File: src/rtl/mem_arbiter_pkg.sv
// Shared state encoding and constants for the two-port memory arbiter.
package mem_arbiter_pkg;

   typedef enum logic [1:0] {
      ST_IDLE    = 2'd0,
      ST_OWN_CPU = 2'd1,
      ST_OWN_DBG = 2'd2
   } arb_state_e;

   typedef enum logic {
      OWNER_CPU = 1'b0,
      OWNER_DBG = 1'b1
   } owner_e;

   localparam int BURST_CNT_W = 4;

endpackage

File: src/rtl/arb_port_mux.sv
// Routes the granted port's address, write data and strobes onto the memory bus.
module arb_port_mux #(
   parameter int ADDR_W = 5,
   parameter int DATA_W = 8
) (
   input  logic              cpu_gnt,
   input  logic              cpu_we,
   input  logic [ADDR_W-1:0] cpu_addr,
   input  logic [DATA_W-1:0] cpu_wdata,
   input  logic              dbg_gnt,
   input  logic              dbg_we,
   input  logic [ADDR_W-1:0] dbg_addr,
   input  logic [DATA_W-1:0] dbg_wdata,
   output logic [ADDR_W-1:0] mem_addr,
   output logic [DATA_W-1:0] mem_wdata,
   output logic              mem_rd,
   output logic              mem_wr
);

   // Bus stays fully zero whenever nobody holds a grant.
   always_comb begin
      mem_addr  = '0;
      mem_wdata = '0;
      mem_rd    = 1'b0;
      mem_wr    = 1'b0;
      if (cpu_gnt) begin
         mem_addr  = cpu_addr;
         mem_wdata = cpu_wdata;
         mem_wr    = cpu_we;
         mem_rd    = !cpu_we;
      end else if (dbg_gnt) begin
         mem_addr  = dbg_addr;
         mem_wdata = dbg_wdata;
         mem_wr    = dbg_we;
         mem_rd    = !dbg_we;
      end
   end

endmodule

File: src/rtl/mem_arbiter.sv
// CPU / debug-loader memory arbiter with bounded bursts and 1-cycle read return.
// Define MEM_ARB_ROUND_ROBIN_EN for round-robin IDLE tie-break (default: CPU priority).
//
// state      | meaning
// ST_IDLE    | no owner, bus idle
// ST_OWN_CPU | CPU owns the bus, granted while cpu_req
// ST_OWN_DBG | debug port owns the bus, granted while dbg_req
module mem_arbiter
   import mem_arbiter_pkg::*;
#(
   parameter int ADDR_W    = 5,
   parameter int DATA_W    = 8,
   parameter int MAX_BURST = 4
) (
   input  logic              clk,
   input  logic              rst,
   input  logic              cpu_req,
   input  logic              cpu_we,
   input  logic [ADDR_W-1:0] cpu_addr,
   input  logic [DATA_W-1:0] cpu_wdata,
   output logic              cpu_gnt,
   output logic              cpu_rvalid,
   output logic [DATA_W-1:0] cpu_rdata,
   output logic              cpu_stall,
   input  logic              dbg_req,
   input  logic              dbg_we,
   input  logic [ADDR_W-1:0] dbg_addr,
   input  logic [DATA_W-1:0] dbg_wdata,
   output logic              dbg_gnt,
   output logic              dbg_rvalid,
   output logic [DATA_W-1:0] dbg_rdata,
   output logic [ADDR_W-1:0] mem_addr,
   output logic [DATA_W-1:0] mem_wdata,
   output logic              mem_rd,
   output logic              mem_wr,
   input  logic [DATA_W-1:0] mem_rdata
);

   localparam logic [BURST_CNT_W:0]   MAX_BURST_X = (BURST_CNT_W+1)'(MAX_BURST);
   localparam logic [BURST_CNT_W-1:0] MAX_BURST_C = BURST_CNT_W'(MAX_BURST);

   arb_state_e             state_q, state_d;
   logic [BURST_CNT_W-1:0] burst_cnt_q, burst_cnt_d;
   logic [BURST_CNT_W:0]   burst_incl;
   logic                   burst_hit;
   logic                   tie_cpu;
   logic                   cpu_rvalid_q, cpu_rvalid_d;
   logic                   dbg_rvalid_q, dbg_rvalid_d;

   assign cpu_gnt   = (state_q == ST_OWN_CPU) && cpu_req;
   assign dbg_gnt   = (state_q == ST_OWN_DBG) && dbg_req;
   assign cpu_stall = cpu_req && !cpu_gnt;

   // Count includes this cycle's access so the limit hands over right after the Nth grant.
   assign burst_incl = {1'b0, burst_cnt_q} + {{BURST_CNT_W{1'b0}}, (cpu_gnt | dbg_gnt)};
   assign burst_hit  = (burst_incl >= MAX_BURST_X);

`ifdef MEM_ARB_ROUND_ROBIN_EN
   owner_e last_owner_q, last_owner_d;

   assign tie_cpu = (last_owner_q == OWNER_DBG);

   always_comb begin
      last_owner_d = last_owner_q;
      if (state_d != state_q) begin
         if (state_d == ST_OWN_CPU)      last_owner_d = OWNER_CPU;
         else if (state_d == ST_OWN_DBG) last_owner_d = OWNER_DBG;
      end
   end

   always_ff @(posedge clk or posedge rst) begin
      if (rst) last_owner_q <= OWNER_DBG;
      else     last_owner_q <= last_owner_d;
   end
`else
   assign tie_cpu = 1'b1;
`endif

   always_comb begin
      state_d = state_q;
      case (state_q)
         ST_IDLE: begin
            if (cpu_req && dbg_req) state_d = tie_cpu ? ST_OWN_CPU : ST_OWN_DBG;
            else if (cpu_req)       state_d = ST_OWN_CPU;
            else if (dbg_req)       state_d = ST_OWN_DBG;
         end
         ST_OWN_CPU: begin
            if (!cpu_req)                state_d = dbg_req ? ST_OWN_DBG : ST_IDLE;
            else if (burst_hit && dbg_req) state_d = ST_OWN_DBG;
         end
         ST_OWN_DBG: begin
            if (!dbg_req)                state_d = cpu_req ? ST_OWN_CPU : ST_IDLE;
            else if (burst_hit && cpu_req) state_d = ST_OWN_CPU;
         end
         default: state_d = ST_IDLE;
      endcase
   end

   always_comb begin
      burst_cnt_d = burst_cnt_q;
      if ((state_d != state_q) || (state_d == ST_IDLE)) burst_cnt_d = '0;
      else if (burst_hit)                               burst_cnt_d = MAX_BURST_C;
      else                                              burst_cnt_d = burst_incl[BURST_CNT_W-1:0];
   end

   always_comb begin
      cpu_rvalid_d = cpu_gnt && !cpu_we;
      dbg_rvalid_d = dbg_gnt && !dbg_we;
   end

   always_ff @(posedge clk or posedge rst) begin
      if (rst) begin
         state_q      <= ST_IDLE;
         burst_cnt_q  <= '0;
         cpu_rvalid_q <= 1'b0;
         dbg_rvalid_q <= 1'b0;
      end else begin
         state_q      <= state_d;
         burst_cnt_q  <= burst_cnt_d;
         cpu_rvalid_q <= cpu_rvalid_d;
         dbg_rvalid_q <= dbg_rvalid_d;
      end
   end

   assign cpu_rvalid = cpu_rvalid_q;
   assign dbg_rvalid = dbg_rvalid_q;
   assign cpu_rdata  = cpu_rvalid_q ? mem_rdata : '0;
   assign dbg_rdata  = dbg_rvalid_q ? mem_rdata : '0;

   arb_port_mux #(
      .ADDR_W (ADDR_W),
      .DATA_W (DATA_W)
   ) u_port_mux (
      .cpu_gnt   (cpu_gnt),
      .cpu_we    (cpu_we),
      .cpu_addr  (cpu_addr),
      .cpu_wdata (cpu_wdata),
      .dbg_gnt   (dbg_gnt),
      .dbg_we    (dbg_we),
      .dbg_addr  (dbg_addr),
      .dbg_wdata (dbg_wdata),
      .mem_addr  (mem_addr),
      .mem_wdata (mem_wdata),
      .mem_rd    (mem_rd),
      .mem_wr    (mem_wr)
   );

endmodule

File: config.mk
export PLATFORM = sky130hd
export DESIGN_NAME = mem_arbiter
export DESIGN_NICKNAME = d
export VERILOG_FILES = /design/src/rtl/mem_arbiter_pkg.sv /design/src/rtl/arb_port_mux.sv /design/src/rtl/mem_arbiter.sv
export SDC_FILE = /design/constraint.sdc
export NUM_CORES = 1
export LEC_CHECK = 0
export ABC_AREA = 1
export CAP_MARGIN = 10
export CORE_MARGIN = 2
export CORE_UTILIZATION = 28
export CTS_CLUSTER_DIAMETER = 60
export DETAILED_ROUTE_END_ITERATION = 8
export GPL_TIMING_DRIVEN = 0
export HOLD_SLACK_MARGIN = 0.08
export PLACE_DENSITY = 0.8
export SLEW_MARGIN = 0
export SYNTH_ARGS = -nofsm -noshare
export SYNTH_HDL_FRONTEND = slang
export SYNTH_SLANG_ARGS = --single-unit
File: constraint.sdc
create_clock -name clk -period 2.19 [get_ports clk]
set_clock_uncertainty 0.15 [all_clocks]
set_input_delay 0.438 -clock clk [delete_from_list [all_inputs] [get_ports clk]]
set_output_delay 0.438 -clock clk [all_outputs]
set_load 0.005 [all_outputs]
==> flow_metrics.tcl <==
set metrics [dict create \
    met2_usage_pct 35.94 \
    final_max_slew_viol_count 0 \
    coreArea_um2 2432 \
    antenna_found_initial 0 \
    io_buffers 75 \
    finalPower_mw 0.9919 \
    fp.dieW_um 54.29 \
    drtIter0Drc 15 \
    layout.nets 241 \
    maxClockFrequency_mhz 470.6 \
    ant_nets 0 \
    synth_warnings 0 \
    grt_pass1_vias 1018 \
    crit_chain "inv_2 > nor2_4 > nand2_4 > buf_6 > nand2_4 > ha_4 > ha_4 > or2_0 > nand2_1 > nand2_2 > nand2_2 > nand4_1 > a21oi_1" \
    cts-hold-fix-buffers 0 \
    cts_tree "done" \
    cts.sinks 8 \
    io_pins 76 \
    finalWirelength_um 2863 \
    fin_crit_ns 2.125 \
    critPathSlowestCell "dfrtp_2" \
    path_delay_family "simple AND/OR/NAND/NOR gates" \
    status "complete, no violations" \
    power_density_nw_per_um2 606.1 \
    cp-startpoint "state_q[1]" \
    syn_area_um2 708.2 \
    fin_crit_sh_pct 97.04 \
    area_growth_pct 131.1 \
    synth-seq-cells 8 \
    htree_levels 1 \
    synth_cells 107 \
    synth_top_area_share_pct 28.27 \
    use_met3_pct 6.831 \
    critPathKind "flip-flop to flip-flop" \
    avgSynthCellArea_um2 6.618 \
    grt_pass1_wl_um 4064 \
    grt_overflow 0 \
    final_cell_mix "clkdlybuf4s50_1 (56), nand2_1 (30), inv_1 (21)" \
    synth_cell_types 20 \
    synth_area_leaders "dfrtp_1 (28%), nand2_1 (17%), a22o_1 (15%), inv_1 (12%), ha_1 (3.5%)" \
    hpwlAfterDp_um 2077 \
    final_layout_size_suffix_gt1_share_pct 23.35 \
    fin_tns_setup_ns 0 \
    cts-root-buf "clkbuf_4" \
    n_antenna_cell 0 \
    synth_nets 149 \
    synth_top_area_cell "dfrtp_1" \
    crit_required_ns 2.22 \
    cts_buffer_depth 2 \
    cts_made_buffers 3 \
    drtPass1Iterations 4 \
    cp-end-kind "flip-flop" \
    grtUsageTotal_pct 19.24 \
    cp_slowest_stage_delay_ns 0.43 \
    crit_arrival_ns 2.15 \
    die_h_um 54.29 \
    clkLatencyLatePin_ns 0.25 \
    hold_class "primary input to async pin" \
    fillers 195 \
    finalHoldViolCount 0 \
    power.leakage_nw 0.9037 \
    synth_seq_area_share_pct 28.27 \
    drc 0 \
    final_common_cell "clkdlybuf4s50_1" \
    grt_max_degree 16 \
    worstSetupStartpointType "flip-flop" \
    maxCapViolCount 0 \
    num_rows 18 \
    wl_per_cell_um 12.61 \
    finalSetupViolCount 0 \
    rsz0062_at_grt "yes" \
    cp.buffers_inverters 2 \
    top_usage_layer "met2" \
    peakVddDrop_v 0.0006866 \
    timing.rr.start "state_q[1]" \
    worstPathMaxFanout 4 \
    die_area_um2 2947 \
    gr-usage-met1_pct 17.51 \
    start_util_pct 29.12 \
    routabilityCongestion 0.6834 \
    vias_per_cell 4.612 \
    clkTransAtPathRegs_ns 0.05 \
    vias 1047 \
]
-- power by group --
part           leakage [nW]  switching (mW)  internal, mW
logic                 0.787           0.272         0.394
clock network        0.0138          0.0488        0.0626
registers             0.103          0.0390         0.176
-- registers in the layout, summed over array words and instances (netlist names) --
register / flops
cpu_rvalid: 1
state_q: 2
burst_cnt_q: 4
dbg_rvalid: 1
-- area by class of cell --
type	instances	area [µm²]	area share, %
Inverter	25	106.4	6.498
Clock buffer	3	22.52	1.376
Tap cell	30	37.54	2.294
Multi-Input combinational cell	70	432.9	26.45
Buffer	1	15.01	0.9174
Timing Repair Buffer	90	819.5	50.08
Sequential cell	8	202.7	12.39
-- cell families (layout without fill, tap and decap cells) --
family | count (synthesis) | in the layout | synth area share [%]
simple gates | 49 | 49 | 30.03
fa+ha+maj | 2 | 2 | 3.533
flops | 8 | 8 | 28.27
other cells | 1 | 1 | 0.5295
compound gates | 18 | 18 | 19.26
buf+inv | 29 | 119 | 18.37
-- stage by stage --
| stage | hold slack (ns) | cells | cell area, µm² | setup WS [ns] | utilization [%] |
|---|---|---|---|---|---|
| 2_1_floorplan | 0.1037 | 107 | 708.2 | 0.2505 | - |
| 3_3_place_gp | 0.4667 | 212 | 1496 | -0.5348 | 61.52 |
| 3_5_place_dp | 0.4854 | 212 | 1496 | -0.6133 | 61.52 |
| 4_1_cts | 0.2898 | 229 | 1624 | 0.005978 | 66.77 |
| 5_1_grt | 0.3124 | 227 | 1637 | -0.05784 | 67.28 |
| 6_report | 0.2776 | 227 | 1637 | 0.06483 | 67.28 |
-- path summary, 6_finish.rpt --
| path | to | slack [ns] | cells after the start |
|---|---|---|---|
| max | burst_cnt_q[2] | 0.06 | 13 |
| min | burst_cnt_q[3] | 0.28 | 2 |
| max reg2reg | burst_cnt_q[2] | 0.06 | 13 |
| min reg2reg | cpu_rvalid | 0.51 | 2 |
| max in group asynchronous | state_q[1] | 1.37 | 2 |
| min in group clk | burst_cnt_q[0] | 0.50 | 3 |
-- cells in the mapped netlist, drive strengths merged --
| master | count |
|---|---|
| a21oi | 3 |
| nand3 | 3 |
| dfrtp | 8 |
| clkbuf | 2 |
| or2 | 2 |
| nand2 | 36 |
| inv | 23 |
| buf | 2 |
| nor2 | 6 |
| conb | 1 |
| ha | 2 |
| o21ai | 2 |
| nand4 | 2 |
| a22o | 12 |
| o22ai | 1 |
| clkinv | 2 |
-- layer usage --
layer	share of wire [%]	vias up
met5	0	-
met4	1.9	0
met3	8.9	6
met2	55	53
met1	35	473
li1	-	515
-- repair_timing --
item | CTS | global route
pin swaps | 2 | 8
setup endpoints to repair | 23 | 29
gates resized for setup | 30 | 29
setup buffers | 15 | 1
cloned | 0 | 0
Note: power is estimated with default switching activity, not from simulation.
